## config.mk

```make
export PLATFORM = sky130hd
export DESIGN_NAME = q_deser
export DESIGN_NICKNAME = d
export VERILOG_FILES = /design/src/rtl/q_deser_pkg.sv /design/src/rtl/q_deser_hold.sv /design/src/rtl/q_deser.sv
export SDC_FILE = /design/constraint.sdc
export NUM_CORES = 1
export LEC_CHECK = 0
export CAP_MARGIN = 10
export CORE_ASPECT_RATIO = 1.2
export CORE_MARGIN = 2
export CORE_UTILIZATION = 53
export CTS_BUF_LIST = sky130_fd_sc_hd__clkbuf_8 sky130_fd_sc_hd__clkbuf_16
export DETAILED_ROUTE_END_ITERATION = 12
export GPL_TIMING_DRIVEN = 0
export PLACE_DENSITY = 0.85
export REMOVE_ABC_BUFFERS = 1
export SLEW_MARGIN = 20
export SYNTH_ARGS = -nofsm -noshare
export SYNTH_HDL_FRONTEND = slang
export SYNTH_SLANG_ARGS = --single-unit
```

## constraint.sdc

```tcl
create_clock -name CLK -period 4.55 [get_ports CLK]
set_input_delay 0.91 -clock CLK [delete_from_list [all_inputs] [get_ports CLK]]
set_output_delay 0.91 -clock CLK [all_outputs]
set_load 0.05 [all_outputs]
```

## src/rtl/q_deser_pkg.sv

```systemverilog
// Shared types and helpers for the q_deser serial-to-parallel collector.
// Optional parity support is selected with the Q_DESER_PARITY_EN macro.
package q_deser_pkg;

  localparam int MAX_WIDTH = 32;

  typedef enum logic [0:0] {
    COLLECT = 1'b0,
    PARITY  = 1'b1
  } state_e;

  function automatic int cnt_width(input int w);
    return (w <= 2) ? 1 : $clog2(w);
  endfunction

  // 1 when data bits plus the even-parity bit do not XOR to zero
  function automatic logic even_par_err(input logic [MAX_WIDTH-1:0] data, input logic pbit);
    return (^data) ^ pbit;
  endfunction

endpackage

```

## src/rtl/q_deser_hold.sv

```systemverilog
// One-deep valid/ready holding register between the collector and its consumer.
// A load while full and not draining is dropped and flagged on drop_o.
module q_deser_hold #(
  parameter int WIDTH = 8
) (
  input  logic             clk,
  input  logic             rst,
  input  logic             load_i,
  input  logic [WIDTH-1:0] data_i,
  input  logic             par_err_i,
  input  logic             ready_i,
  output logic [WIDTH-1:0] word_o,
  output logic             valid_o,
  output logic             par_err_o,
  output logic             drop_o
);

  logic [WIDTH-1:0] word_q, word_d;
  logic             valid_q, valid_d;
  logic             par_err_q, par_err_d;
  logic             accept_s;

  // Holding register state
  always_ff @(posedge clk) begin
    if (rst) begin
      word_q    <= '0;
      valid_q   <= 1'b0;
      par_err_q <= 1'b0;
    end else begin
      word_q    <= word_d;
      valid_q   <= valid_d;
      par_err_q <= par_err_d;
    end
  end

  // Load when empty or draining on this same edge; otherwise the new word is lost
  always_comb begin
    accept_s  = load_i && (!valid_q || ready_i);
    drop_o    = load_i && valid_q && !ready_i;
    word_d    = word_q;
    par_err_d = par_err_q;
    valid_d   = valid_q;
    if (accept_s) begin
      word_d    = data_i;
      par_err_d = par_err_i;
      valid_d   = 1'b1;
    end else if (valid_q && ready_i) begin
      valid_d   = 1'b0;
    end else begin
      valid_d   = valid_q;
    end
  end

  assign word_o    = word_q;
  assign valid_o   = valid_q;
  assign par_err_o = par_err_q;

endmodule

```

## src/rtl/q_deser.sv

```systemverilog
// Collects qualified serial bits LSB-first into WIDTH-bit words with sticky overrun.
// Define Q_DESER_PARITY_EN to expect a trailing even-parity bit after each word.
module q_deser #(
  parameter int WIDTH = 8
) (
  input  logic             CLK,
  input  logic             RST,
  input  logic             D,
  input  logic             D_VALID,
  output logic [WIDTH-1:0] WORD,
  output logic             WORD_VALID,
  input  logic             WORD_READY,
  output logic             OVERRUN,
  output logic             PARITY_ERR
);
  import q_deser_pkg::*;

  localparam int            CW   = cnt_width(WIDTH);
  localparam logic [CW-1:0] LAST = CW'(WIDTH - 1);

  state_e           state_q, state_d;
  logic [WIDTH-1:0] shift_q, shift_d;
  logic [CW-1:0]    cnt_q, cnt_d;
  logic             overrun_q, overrun_d;
  logic             load_s;
  logic [WIDTH-1:0] load_data_s;
  logic             par_err_s;
  logic             drop_s;

  // FSM state register
  always_ff @(posedge CLK) begin
    if (RST) begin
      state_q <= COLLECT;
    end else begin
      state_q <= state_d;
    end
  end

  // Next state: only accepted bits advance the FSM
  always_comb begin
    state_d = state_q;
    if (D_VALID) begin
      case (state_q)
        COLLECT: begin
`ifdef Q_DESER_PARITY_EN
          if (cnt_q == LAST) begin
            state_d = PARITY;
          end else begin
            state_d = COLLECT;
          end
`else
          state_d = COLLECT;
`endif
        end
`ifdef Q_DESER_PARITY_EN
        PARITY:  state_d = COLLECT;
`endif
        default: state_d = COLLECT;
      endcase
    end else begin
      state_d = state_q;
    end
  end

  // Collection datapath and completion strobe
  always_comb begin
    shift_d     = shift_q;
    cnt_d       = cnt_q;
    load_s      = 1'b0;
    load_data_s = shift_q;
    par_err_s   = 1'b0;
    if (D_VALID) begin
      case (state_q)
        COLLECT: begin
          shift_d[cnt_q] = D;
          if (cnt_q == LAST) begin
            cnt_d = '0;
`ifndef Q_DESER_PARITY_EN
            load_s      = 1'b1;
            load_data_s = shift_d;
`endif
          end else begin
            cnt_d = cnt_q + CW'(1);
          end
        end
`ifdef Q_DESER_PARITY_EN
        PARITY: begin
          load_s      = 1'b1;
          load_data_s = shift_q;
          par_err_s   = even_par_err(MAX_WIDTH'(shift_q), D);
        end
`endif
        default: begin
          cnt_d = '0;
        end
      endcase
    end else begin
      cnt_d = cnt_q;
    end
  end

  // Collection registers and sticky overrun
  always_ff @(posedge CLK) begin
    if (RST) begin
      shift_q   <= '0;
      cnt_q     <= '0;
      overrun_q <= 1'b0;
    end else begin
      shift_q   <= shift_d;
      cnt_q     <= cnt_d;
      overrun_q <= overrun_d;
    end
  end

  always_comb begin
    overrun_d = overrun_q | drop_s;
  end

  q_deser_hold #(
    .WIDTH (WIDTH)
  ) u_hold (
    .clk       (CLK),
    .rst       (RST),
    .load_i    (load_s),
    .data_i    (load_data_s),
    .par_err_i (par_err_s),
    .ready_i   (WORD_READY),
    .word_o    (WORD),
    .valid_o   (WORD_VALID),
    .par_err_o (PARITY_ERR),
    .drop_o    (drop_s)
  );

  assign OVERRUN = overrun_q;

endmodule
```

# After elaboration in Yosys (flattened, before gate mapping)
# Cells that the tools add are included.
[op_classes] n_addsub=1 n_lt_le_gt_ge=2 n_eq_ne=1 mux=10 bitwise_logic=1 n_reduce_logical=9
[ops] operator="8-bit two-way mux" n=2
[ops] operator="8-bit bitwise mux" n=1
[ops] operator="1-bit logical AND" n=5
[ops] operator="1-bit two-way mux" n=5
[ops] operator="3-bit by 4-bit less-than comparator with 1-bit output, second input constant" n=1
[ops] operator="3-bit by 1-bit adder with 3-bit output, second input constant" n=1
[ops] operator="1-bit demux with 3-bit select" n=1
[ops] operator="3-bit equality test, second input constant" n=1
[ops] operator="3-bit by 1-bit greater-or-equal comparator with 1-bit output, second input constant" n=1
[ops] operator="3-bit two-way mux" n=1
[ops] operator="1-bit logical NOT" n=2
[ops] operator="2-bit nonzero test" n=1
[ops] operator="1-bit logical OR" n=1
[ops] operator="1-bit OR" n=1
[word_totals] register_bits=21 inputBits=5 wordCells=29

# Logic depth before layout (Yosys ltp)
[depth] depth_word=7 ltp_mapped=7

# By module
# A second synthesis with hierarchy kept.
[unflattened] hier_cells=121 area_unflattened_um2=1203.7
[modules_own_cells] module="q_deser" instances=1 cells_per_inst=76 area_per_inst_um2=737.0 seq_area_each_um2=240.2
[modules_own_cells] module="q_deser_hold" instances=1 cells_per_inst=45 area_per_inst_um2=466.7 seq_area_each_um2=200.2

# Worst setup path before layout
# Ideal clock, no wire load.
[synth_path] path_type="input to register" from="input D_VALID" to="register u_hold.word_q[0], in the netlist u_hold.word_o[0]" arrival_ns=1.627 required_ns=4.462 slack_ns=2.834 path_stages=5 cell_sequence="and2_4 > buf_6 > and2_4 > buf_6 > a311oi_2"
[synth_via] elab_chain_cells=2 elab_cells_between_ends=3 cone_classes="mux: 2; reduce/logical: 1"
[synth_rtl] element="start: declaration" line_no="q_deser.sv:9" rtl="input logic D_VALID,"
[synth_rtl] element="1-bit two-way mux" line_no="q_deser.sv:72" rtl="if (D_VALID) begin"
[synth_rtl] element="1-bit logical AND" line_no="q_deser_hold.sv:38" rtl="accept_s = load_i && (!valid_q || ready_i);"
[synth_rtl] element="end signal: assignment" line_no="q_deser_hold.sv:30" rtl="word_q <= word_d;"
[synth_rtl] element="end: declaration" line_no="q_deser_hold.sv:18" rtl="logic [WIDTH-1:0] word_q, word_d;"
# Parallel ways exist; a longest one is shown, timed or not.
# A chain may end at the register's enable or synchronous reset.

# Worst setup path after layout
[layout_path] from="register u_hold.word_q[3], in the netlist u_hold.word_o[3]" to="output WORD[3]"
[layout_rtl] element="end: declaration" line_no="q_deser.sv:10" rtl="output logic [WIDTH-1:0] WORD,"
# No word-level cell between the ends.

==> reports/qor.yml <==
outcome: "complete, no violations"
wirelength_mm: 2.090
grt_pass1_vias: 792
clock-sinks: 21
synthToLayoutAreaGrowth_pct: 13.38
wl_per_cell_um: 14.62
dieArea_sq_um: 2349
dp_hpwl_mm: 1.457
hold_buffers: 0
setup.worst_path.end_class: "primary output"
grt_overflow_total: 0
ios: 16
grt_max_degree: 22
drtAntennaViolNets: 0
synth.distinct_cells: 25
fin_ws_ns: 2.226
io_buffers: 14
layout-drive-gt1-share_pct: 12.10
clock_latency_ns: 0.26
holdCritStartpoint: "shift_q[6]$_SDFFE_PP0P_"
rows: 17
chipHeight_um: 52.70
skew_ns: 0.004254
cp_slowest_cell: "clkdlybuf4s50_1"
synth_area_per_cell_sq_um: 8.875
path_class: "reg2out"
holdPathStages: 2
min_to: "shift_q[6]$_SDFFE_PP0P_"
fmax_mhz: 430.2
p_per_area_nw_per_um2: 287.4
cts_buffer_depth: 2
dr.pass1.iters: 5
ys_seq_area_share_pct: 40.14
fin_crit_sh_pct: 51.09
vias: 897
r2r_slack_ns: 2.71
rsz0062_at_grt: "false"
r2r_end: "u_hold.word_o[3]$_SDFFE_PP0P_"
cp.arrival_ns: 1.41
synth_top_cell_by_area: "dfxtp_1"
ir_drop_v: 0.0001503
route.detailed.drc: 0
max-cap-violations: 0
htree_num_levels: 1
synth.most_common_cell: "dfxtp_1"
crit_chain: "clkdlybuf4s50_1"
synthCells: 118
finalSetupTns_ns: 0
timing.final.hold_violations: 0
drv_slew: 0
die_w_um: 44.58
floorplan.initialDensity_pct: 56.59
setup_violations: 0
async_flop_share_pct: 0
max-slew-margin-rel_pct: 40.33
diodes: 0
yosys.area.top_type_share_pct: 40.14
path_max_fanout: 2
grt_usage_pct: 20.50
grt_pass1_wl_mm: 3.532
core_sq_um: 1851
crit_path_start_kind: "flop"
clk_root_buffer_cell: "clkbuf_8"
nFillCells: 145
leakage_nw: 0.3950
hold_class: "reg2reg"
synth_common_cells: "21 x dfxtp_1, 16 x a21oi_1, 14 x o21ai_0, 8 x nand3_1, 7 x a311oi_2"
drt_iter0_drc: 30
finalCriticalPeriod_ns: 2.324
synth_enable_flop_cells: 0
cp.required_ns: 3.64
cp_top_family: "buffers and inverters"
tightestPinTransition_ns: 0.8922
timing.hold.ws_ns: 0.4778
worst-path-buf-inv: 1
ys_seq_elements: 21
clkSlewWorstSetupHoldPaths_ns: 0.08
routabilityCongestion: 0.8075
synthFlopType: "dfxtp_1"
cts_setup_buffers: 0
synth_area_leaders: "dfxtp_1 40%, a311oi_2 10%, a21oi_1 7.6%"
drt-vias-per-instance: 6.273
cts_buffers: 3
reg2reg_depth: 5
cts_tree: "yes"
dp_slack_ns: 2.092
nNetsFinal: 132
yosysWarningCount: 0
slowest_delay_ns: 0.81
synth.cell_area_sq_um: 1047
antenna_found_initial: 0
ctsResizeCount: 0
reg2reg_from: "cnt_q[0]$_SDFFE_PP0P_"
==> cell families after synthesis <==
kind of cell             after synthesis  synth area share (%)
AND/OR/NAND/NOR                       37                 19.00
buffers and inverters                 13                 7.048
multiplexers                           4                 3.823
flip-flops                            21                 40.14
AO/OA/AOI/OAI                         40                 27.24
adder cells (fa/ha/maj)                2                 2.389
other                                  1                0.3581
==> routing by layer <==
metal	vias to the layer above	part of all wire, %	wire, um	GRT usage, %
met5	-	0	0	0
met4	0	2.0	42	14.65
met3	6	6.7	140	2.759
met2	47	52	1085	33.33
met1	409	39	822	24.10
li1	435	-	-	-
==> sequential cells by signal, summed over array words and instances (netlist names) <==
signal	count
shift_q	8
u_hold.valid_o	1
cnt_q	3
OVERRUN	1
u_hold.word_o	8
==> layout make-up <==
| class | instances | area, sq um | share of cell area (%) |
|---|---|---|---|
| Clock buffer | 3 | 41.29 | 3.477 |
| Sequential cell | 21 | 420.4 | 35.41 |
| Timing Repair Buffer | 14 | 140.1 | 11.80 |
| Clock inverter | 1 | 5.005 | 0.4215 |
| Tap cell | 19 | 23.77 | 2.002 |
| Multi-Input combinational cell | 84 | 553.0 | 46.58 |
| Inverter | 1 | 3.754 | 0.3161 |
==> layout by cell type, fill, tap and decap left out, types with 3 or more instances in the layout <==
master	count
a21oi_1	16
dfxtp_1	21
a311oi_2	7
nand2_1	6
o21ai_0	14
clkdlybuf4s50_1	14
mux2i_1	4
nand3_1	8
nor2_1	6
nand2b_1	5
clkbuf_8	3
nand4_1	5
==> power by group <==
group | leakage (nW) | internal, W | switching, W
sequential | 0.170 | 0.000186 | 0.00000610
clock | 0.0255 | 0.0000609 | 0.0000593
combinational | 0.200 | 0.00000995 | 0.0000186
total | 0.395 | 0.000257 | 0.0000840
==> worst max-delay path by stage <==
stage	from	slack, ns	cells after the start	end
6_report	u_hold.word_o[3]$_SDFFE_PP0P_	2.23	1	WORD[3]
3_3_place_gp	D_VALID	2.14	4	u_hold.word_o[3]$_SDFFE_PP0P_
4_1_cts	u_hold.word_o[3]$_SDFFE_PP0P_	2.22	1	WORD[3]
5_1_grt	D	2.19	4	u_hold.word_o[6]$_SDFFE_PP0P_
3_5_place_dp	D_VALID	2.09	4	u_hold.word_o[5]$_SDFFE_PP0P_
2_1_floorplan	WORD_READY	2.84	3	u_hold.word_o[0]$_SDFFE_PP0P_
==> stage by stage <==
step	power, W	util (%)	area (sq um)	std cells
after floorplan	0.0002101	-	977.2	106
after global placement	0.0002228	61.66	1141	139
after detailed placement	0.0002243	61.66	1141	139
after CTS	0.0003432	64.17	1187	143
after global routing	0.0003540	64.17	1187	143
final	0.0003412	64.17	1187	143
No activity file was read; power rests on OpenSTA's default activity.
